<file path="config.mk">
export PLATFORM = sky130hd
export DESIGN_NAME = pc_sequencer
export DESIGN_NICKNAME = d
export VERILOG_FILES = /design/src/rtl/pc_seq_pkg.sv /design/src/rtl/branch_lut.sv /design/src/rtl/pc_sequencer.sv
export SDC_FILE = /design/constraint.sdc
export NUM_CORES = 1
export LEC_CHECK = 0
export CORE_MARGIN = 2
export CORE_UTILIZATION = 49
export DETAILED_ROUTE_END_ITERATION = 10
export GPL_TIMING_DRIVEN = 0
export PLACE_DENSITY = 0.66
export SLEW_MARGIN = 0
export SYNTH_ARGS = -nofsm -noshare
export SYNTH_HDL_FRONTEND = slang
export SYNTH_SLANG_ARGS = --single-unit
</file>
<file path="constraint.sdc">
create_clock -name Clk -period 4.4 [get_ports Clk]
set_clock_uncertainty 0.2 [all_clocks]
set_input_delay 0.88 -clock Clk [delete_from_list [all_inputs] [get_ports Clk]]
set_output_delay 0.88 -clock Clk [all_outputs]
set_load 0.02 [all_outputs]
</file>
<file path="src/rtl/pc_seq_pkg.sv">
// Shared types and helpers for the program-counter sequencer.
// Used by pc_sequencer (optional call/return link enabled by PC_SEQUENCER_LINK_EN).
package pc_seq_pkg;

    typedef enum logic [1:0] {
        IDLE = 2'd0,
        RUN  = 2'd1,
        DONE = 2'd2
    } seq_state_e;

    localparam int PC_RESET = 0;

    // Sign-extends the low imm_w bits of imm to 64 bits; callers size-cast to D.
    function automatic logic [63:0] sext_imm(input logic [63:0] imm, input int imm_w);
        logic signed [63:0] w_shifted;
        w_shifted = $signed(imm << (64 - imm_w));
        return w_shifted >>> (64 - imm_w);
    endfunction

endpackage

</file>
<file path="src/rtl/branch_lut.sv">
// Branch-offset lookup table: LUT_DEPTH x D register file with one synchronous
// write port and one combinational read port (read returns pre-write contents).
module branch_lut #(
    parameter int D         = 12,
    parameter int LUT_DEPTH = 16,
    parameter int SEL_W     = $clog2(LUT_DEPTH)
) (
    input  logic             i_clk,
    input  logic             i_rst_n,
    input  logic             i_we,
    input  logic [SEL_W-1:0] i_waddr,
    input  logic [D-1:0]     i_wdata,
    input  logic [SEL_W-1:0] i_raddr,
    output logic [D-1:0]     o_rdata
);

    logic [D-1:0] r_mem [LUT_DEPTH];

    // NOTE: the table is small and must read back zero after reset, so it is
    // built from resettable flops rather than an inferred RAM macro.
    always_ff @(posedge i_clk or negedge i_rst_n) begin
        if (!i_rst_n) begin
            for (int i = 0; i < LUT_DEPTH; i++) begin
                r_mem[i] <= '0;
            end
        end else if (i_we) begin
            r_mem[i_waddr] <= i_wdata;
        end
    end

    assign o_rdata = r_mem[i_raddr];

endmodule

</file>
<file path="src/rtl/pc_sequencer.sv">
// Program-counter sequencer: PC register, IDLE/RUN/DONE control FSM and branch
// target selection. Define PC_SEQUENCER_LINK_EN to add call/ret and a link register.
module pc_sequencer
    import pc_seq_pkg::*;
#(
    parameter int D         = 12,
    parameter int IMM_W     = 4,
    parameter int LUT_DEPTH = 16,
    parameter int SEL_W     = $clog2(LUT_DEPTH)
) (
    input  logic             Clk,
    input  logic             Reset,
    input  logic             start,
    input  logic             halt,
    input  logic             stall,
    input  logic             branch_en,
    input  logic             imm_or_lut,
    input  logic             abs_sel,
    input  logic [IMM_W-1:0] pc_ctrl_input,
    input  logic             lut_we,
    input  logic [SEL_W-1:0] lut_waddr,
    input  logic [D-1:0]     lut_wdata,
`ifdef PC_SEQUENCER_LINK_EN
    input  logic             call,
    input  logic             ret,
    output logic [D-1:0]     link_addr,
`endif
    output logic [D-1:0]     prog_counter,
    output logic             running,
    output logic             done
);

    localparam logic [D-1:0] PC_ONE  = D'(1);
    localparam logic [D-1:0] PC_INIT = D'(PC_RESET);

    seq_state_e   r_state;
    seq_state_e   w_state_nxt;
    logic [D-1:0] r_pc;
    logic [D-1:0] w_pc_nxt;
    logic [D-1:0] w_lut_rdata;
    logic [D-1:0] w_imm_ext;
    logic [D-1:0] w_branch_tgt;

    branch_lut #(
        .D         (D),
        .LUT_DEPTH (LUT_DEPTH),
        .SEL_W     (SEL_W)
    ) u_lut (
        .i_clk   (Clk),
        .i_rst_n (Reset),
        .i_we    (lut_we),
        .i_waddr (lut_waddr),
        .i_wdata (lut_wdata),
        .i_raddr (pc_ctrl_input[SEL_W-1:0]),
        .o_rdata (w_lut_rdata)
    );

    assign w_imm_ext    = D'(sext_imm(64'(pc_ctrl_input), IMM_W));
    assign w_branch_tgt = !imm_or_lut ? (r_pc + w_imm_ext)
                        : abs_sel     ? w_lut_rdata
                        :               (r_pc + w_lut_rdata);

`ifdef PC_SEQUENCER_LINK_EN
    logic [D-1:0] r_link;
    logic [D-1:0] w_link_nxt;
    assign link_addr = r_link;
`endif

    // NOTE: every output of this block gets a default first, so no path through
    // the case statement can leave a signal unassigned and infer a latch.
    always_comb begin
        w_state_nxt = r_state;
        w_pc_nxt    = r_pc;
`ifdef PC_SEQUENCER_LINK_EN
        w_link_nxt  = r_link;
`endif
        case (r_state)
            IDLE: begin
                w_pc_nxt = PC_INIT;
                if (start) begin
                    w_state_nxt = RUN;
                end
            end
            RUN: begin
                if (halt) begin
                    w_state_nxt = DONE;
                end else if (!stall) begin
`ifdef PC_SEQUENCER_LINK_EN
                    if (ret) begin
                        w_pc_nxt = r_link;
                    end else if (branch_en || call) begin
                        w_pc_nxt = w_branch_tgt;
                        if (call) begin
                            w_link_nxt = r_pc + PC_ONE;
                        end
                    end else begin
                        w_pc_nxt = r_pc + PC_ONE;
                    end
`else
                    if (branch_en) begin
                        w_pc_nxt = w_branch_tgt;
                    end else begin
                        w_pc_nxt = r_pc + PC_ONE;
                    end
`endif
                end
            end
            DONE: begin
                if (start) begin
                    w_state_nxt = RUN;
                    w_pc_nxt    = PC_INIT;
                end
            end
            default: begin
                w_state_nxt = IDLE;
                w_pc_nxt    = PC_INIT;
            end
        endcase
    end

    // NOTE: state registers use non-blocking assignments so every flop samples
    // values from before the edge, independent of statement order.
    always_ff @(posedge Clk or negedge Reset) begin
        if (!Reset) begin
            r_state <= IDLE;
            r_pc    <= PC_INIT;
        end else begin
            r_state <= w_state_nxt;
            r_pc    <= w_pc_nxt;
        end
    end

`ifdef PC_SEQUENCER_LINK_EN
    always_ff @(posedge Clk or negedge Reset) begin
        if (!Reset) begin
            r_link <= PC_INIT;
        end else begin
            r_link <= w_link_nxt;
        end
    end
`endif

    assign prog_counter = r_pc;
    assign running      = (r_state == RUN);
    assign done         = (r_state == DONE);

endmodule

</file>
# After elaboration in Yosys (flattened, before gate mapping)
# Cells that the tools add are included.
[classes]
order_cmp = 3
div = 0
shift = 0
muxes = 16
n_mul = 0
reduce_logical = 5
bitwise = 2
n_eq_ne = 7
add_sub_neg = 3
[op_table]
columns = ["op", "n"]
rows = [
  ["bitwise mux 192 bit", 1],
  ["two-way mux 12 bit", 9],
  ["binary-select mux 12 bit (select 4 bit)", 1],
  ["demux 12 bit (select 4 bit)", 1],
  ["adder 12 bit", 2],
  ["case mux 12 bit (2 select lines)", 1],
  ["adder 12 x 1 -> 12 bit, second input constant", 1],
  [">= comparator 5 bit, second input constant", 2],
  ["NOT 4 -> 5 bit", 2],
  ["inequality test 2 bit, second input constant", 4],
  ["less-than comparator 5 x 1 -> 1 bit, second input constant", 1],
  ["two-way mux 2 bit", 2],
  ["case mux 2 bit (2 select lines)", 1],
  ["AND reduction 3 bit", 1],
  ["== test 2 x 1 -> 1 bit, second input constant", 1],
  ["== test 2 bit, second input constant", 1],
  ["zero test 2 bit", 1],
  ["inequality test 2 x 1 -> 1 bit, second input constant", 1],
  ["AND reduction 2 bit", 1],
  ["OR reduction 2 bit", 1],
  ["logical AND 1 bit", 1],
]
[word_totals]
latch_bits = 0
out_inout_bits = 14
word_cells = 54
mem_bits_ro = 0
register_bits = 206
mem_count = 0
mem_bits_rw = 0

# Depth between registers and ports, before layout
[logic_depth]
ltp_word = 11
mapped_depth = 14

# Modules after synthesis
# Synthesis repeated with hierarchy kept, for this count alone.
[unflattened]
hier_cells = 819
area_unflattened_um2 = 10861.7
[by_module_without_submodules]
columns = ["mod", "seq_area_each_um2", "cells_per_inst", "n_inst", "area_each_um2"]
rows = [
  ["branch_lut", 4804.6, 543, 1, 8677.1],
  ["pc_sequencer", 350.3, 276, 1, 2184.6],
]

# Worst setup path after synthesis
# No wires, ideal clock.
[synth_timing]
path_type = "in2reg"
startpoint = "input port pc_ctrl_input[0]"
endpoint = "register r_pc[8], in the netlist prog_counter[8]"
required_time_ps = 4112
arrival_ps = 3887
path_buffers = 2
path_slack_ps = 225
path_stages = 13
path_cell_list = "buf_6 buf_6 mux4_2 mux4_2 ha_1 fa_1 a21o_1 a21oi_1 o21ai_0 a31oi_1 xnor2_1 nand2_1 a41oi_1"
[synth_via]
elab_chain_len = 11
[synth_rtl]
columns = ["element", "line_no", "text"]
rows = [
  ["from (decl)", "pc_sequencer.sv:19", "input logic [IMM_W-1:0] pc_ctrl_input,"],
  ["NOT 4 -> 5 bit (not written as such)", "branch_lut.sv:31", "assign o_rdata = r_mem[i_raddr];"],
  ["binary-select mux 12 bit (select 4 bit)", "branch_lut.sv:31", ""],
  ["two-way mux 12 bit (not written as such) (2 in series)", "branch_lut.sv:31", ""],
  ["adder 12 bit", "pc_sequencer.sv:61", ": (r_pc + w_lut_rdata);"],
  ["two-way mux 12 bit", "pc_sequencer.sv:60", ": abs_sel ? w_lut_rdata"],
  ["two-way mux 12 bit *", "pc_sequencer.sv:59", "assign w_branch_tgt = !imm_or_lut ? (r_pc + w_imm_ext)"],
  ["two-way mux 12 bit *", "pc_sequencer.sv:100", "if (branch_en) begin"],
  ["two-way mux 12 bit *", "pc_sequencer.sv:87", "end else if (!stall) begin"],
  ["two-way mux 12 bit *", "pc_sequencer.sv:85", "if (halt) begin"],
  ["case mux 12 bit (2 select lines) *", "pc_sequencer.sv:77", "case (r_state)"],
  ["to (signal assigned)", "pc_sequencer.sv:129", "r_pc <= w_pc_nxt;"],
  ["to (decl)", "pc_sequencer.sv:38", "logic [D-1:0] r_pc;"],
]
# Every way passes the cells marked *; elsewhere a longest branch is shown, timed or not. The select of a mux whose other input is x is not followed.
# A chain may end at the register's enable or synchronous reset.

# Final worst setup path
[layout_timing]
startpoint = "input port pc_ctrl_input[0]"
endpoint = "register r_pc[7], in the netlist prog_counter[7]"
# The elaborated chain is that of the path after synthesis.

==> flow_metrics.env <==
export IMPL_run_status="complete, no violations"
export IMPL_drv_slew=0
export IMPL_grt_busiest_layer="met2"
export IMPL_maxSlewHeadroom_pct=24.41
export IMPL_cp_slowest_stage_delay_ps=560
export IMPL_use_met1_pct=33.41
export IMPL_grt_setup_unrepaired="false"
export IMPL_grt_pass1_wl_um=43390
export IMPL_ys_ff_latch=206
export IMPL_arrival_ps=4370
export IMPL_dieArea_um2=23040
export IMPL_peakVddDrop_mv=0.3181
export IMPL_synth_cell_type_count=56
export IMPL_netlist_area_um2=10700
export IMPL_overflow=0
export IMPL_cp_top_family="compound AO/OA/AOI/OAI gates"
export IMPL_synth_edff_count=0
export IMPL_numPortBuffers=40
export IMPL_worstMarginPinSlew_ps=1134
export IMPL_cts_max_level=1
export IMPL_seq_area_frac_synth_pct=48.16
export IMPL_endpoint_kind="register"
export IMPL_r2r_start="u_lut.r_mem[0]"
export IMPL_wire_per_inst_um=24.08
export IMPL_grt_pass1_vias=7656
export IMPL_maxCapViolations=0
export IMPL_cts_buffer_depth=3
export IMPL_period_share_pct=94.46
export IMPL_cts_sink_count=206
export IMPL_path_clk_slew_ps=60
export IMPL_avgSynthCellArea_um2=13.70
export IMPL_ys_flop_type="dfrtp_1"
export IMPL_vias=7067
export IMPL_grt_max_degree=137
export IMPL_ios=43
export IMPL_synth_largest_area_cell="dfrtp_1"
export IMPL_drive_above_1_share_pct=35.91
export IMPL_clock_latency_ps=500
export IMPL_synth_top_cell_area_share_pct=48.16
export IMPL_place_gp_congestion=0.8262
export IMPL_dp_hpwl_um=18490
export IMPL_placedCellCount=1102
export IMPL_cts_root_buffer="clkbuf_16"
export IMPL_fmax_mhz=240.6
export IMPL_cts_tree="done"
export IMPL_worstPathMaxFanout=10
export IMPL_antenna_cells=0
export IMPL_p_leak_uw=0.005235
export IMPL_start_util_pct=49.50
export IMPL_slowest_stage="mux4_2"
export IMPL_crit_buf_inv=3
export IMPL_yosysWarnings=0
export IMPL_synthCells=781
export IMPL_first_iter_violations=417
export IMPL_worst_setup_path_start_kind="input pin"
export IMPL_drtAntennaViolNets=0
export IMPL_die_w_um=151.8
export IMPL_ys_top_cells_by_area="dfrtp_1 48%, mux2_2 20%, mux4_2 11%"
export IMPL_grt_usage_pct=25.37
export IMPL_layout_commonest_cell="dfrtp_1"
export IMPL_mostFrequentLayoutCells="206 x dfrtp_1, 192 x mux2_2, 53 x mux4_2, 39 x clkbuf_1, 35 x clkdlybuf4s50_1"
export IMPL_critical_path_cell_chain="dlygate4sd2_1, buf_12, buf_6, mux4_2, mux4_2, ha_1, a211oi_2, nor3_2, o21a_1, o21a_1, o311ai_0, o21ai_0, o21ai_0"
export IMPL_hold_violations=0
export IMPL_viasPerCell=6.167
export IMPL_rows=54
export IMPL_met2_usage_pct=43.02
export IMPL_drc_errors=0
export IMPL_area_growth_pct=14.95
export IMPL_setup_violations_final=0
export IMPL_stdcell_count=1146
export IMPL_nets=905
export IMPL_synth_nets=835
export IMPL_antenna_found_initial=0
export IMPL_use_met3_pct=3.533
export IMPL_tns_ps=0
export IMPL_wirelength_um=27600
export IMPL_synthArstFlopShare_pct=100.0
export IMPL_required_ps=4610
export IMPL_dr_pass1_iters=5
export IMPL_cts_buffers=22
export IMPL_core_area_um2=21620
export IMPL_worstSetupPathType="in2reg"
export IMPL_period_minus_slack_ps=4156
export IMPL_powerDensity_nw_per_um2=454.1
export IMPL_hp_class="in2async"
export IMPL_startpoint="pc_ctrl_input[0]"
export IMPL_die_h_um=151.8
[logic make-up after synthesis]
family	Yosys count	synth area share (%)
buffers and inverters	61	2.595
DFF	206	48.16
adders and majority gates	25	3.063
AOI/OAI and AO/OA	104	6.512
xor gates and xnor gates	14	1.146
muxes	258	33.33
and+or+nand+nor	113	5.191
[stage by stage]
step                      utilization [%]  worst slack (ps)  power [uW]  hold slack [ps]  area [um2]
final                               56.90             243.9        5587            125.3       12300
after global routing                56.90             30.47        5875            169.5       12300
after CTS                           56.81             8.060        5630            149.5       12280
after detailed placement            53.13             -1462        3800            287.5       11490
after global placement              52.97             -5693        3692            279.2       11450
after floorplan                         -             225.0        3406            265.6       10700
[area by class of cell]
class | instances | area (um2)
fill | 1734 | 9318
multi-input combinational | 514 | 5305
sequential | 206 | 5155
clock buffer | 35 | 650.6
timing repair buffer | 46 | 469.2
tap | 280 | 350.3
buffer | 49 | 277.8
clock inverter | 4 | 50.05
inverter | 12 | 45.04
[flip-flops by register name, indices dropped and copies added (netlist names)]
register and count:
u_lut.r_mem 192, r_state 2, prog_counter 12
[power by group]
group / switching [uW] / internal (uW) / leakage (uW) / total [uW]
combinational: 536 / 719 / 0.00236 / 1260
sequential: 219 / 2320 / 0.00255 / 2530
clock: 728 / 1070 / 0.000334 / 1800
[per-layer routing]
| layer | up-vias | part of all wire (%) |
|---|---|---|
| li1 | 3102 | - |
| met1 | 3703 | 42 |
| met2 | 205 | 50 |
| met3 | 57 | 4.8 |
| met4 | 0 | 3.2 |
| met5 | - | 0 |
[synth_stat cells (all sizes together) (8+ instances only)]
| cell | instances |
|---|---|
| dfrtp | 206 |
| a21oi | 19 |
| mux2 | 192 |
| xnor2 | 11 |
| and3 | 9 |
| o21ai | 27 |
| nand2b | 9 |
| inv | 12 |
| mux4 | 58 |
| mux2i | 8 |
| nor2 | 21 |
| ha | 23 |
| buf | 16 |
| nand2 | 28 |
| nand3 | 9 |
| nor3 | 16 |
| clkbuf | 33 |
[worst paths after layout]
check	cells past startpoint	endpoint	slack (ps)
max in group asynchronous	2	u_lut.r_mem[180]	2820
min	1	u_lut.r_mem[8]	130
min in group Clk	1	u_lut.r_mem[77]	300
max	13	prog_counter[7]	240
min reg2reg	1	u_lut.r_mem[77]	300
max reg2reg	12	prog_counter[6]	900
[timing repair]
item	in CTS	in global routing
hold buffers	0	0
hold endpoints to repair	0	0
endpoints found under the setup margin	11	6
pin swaps	2	0
resized for setup	22	11
buffers inserted	5	0
Note: power is estimated with default switching activity, not from simulation.
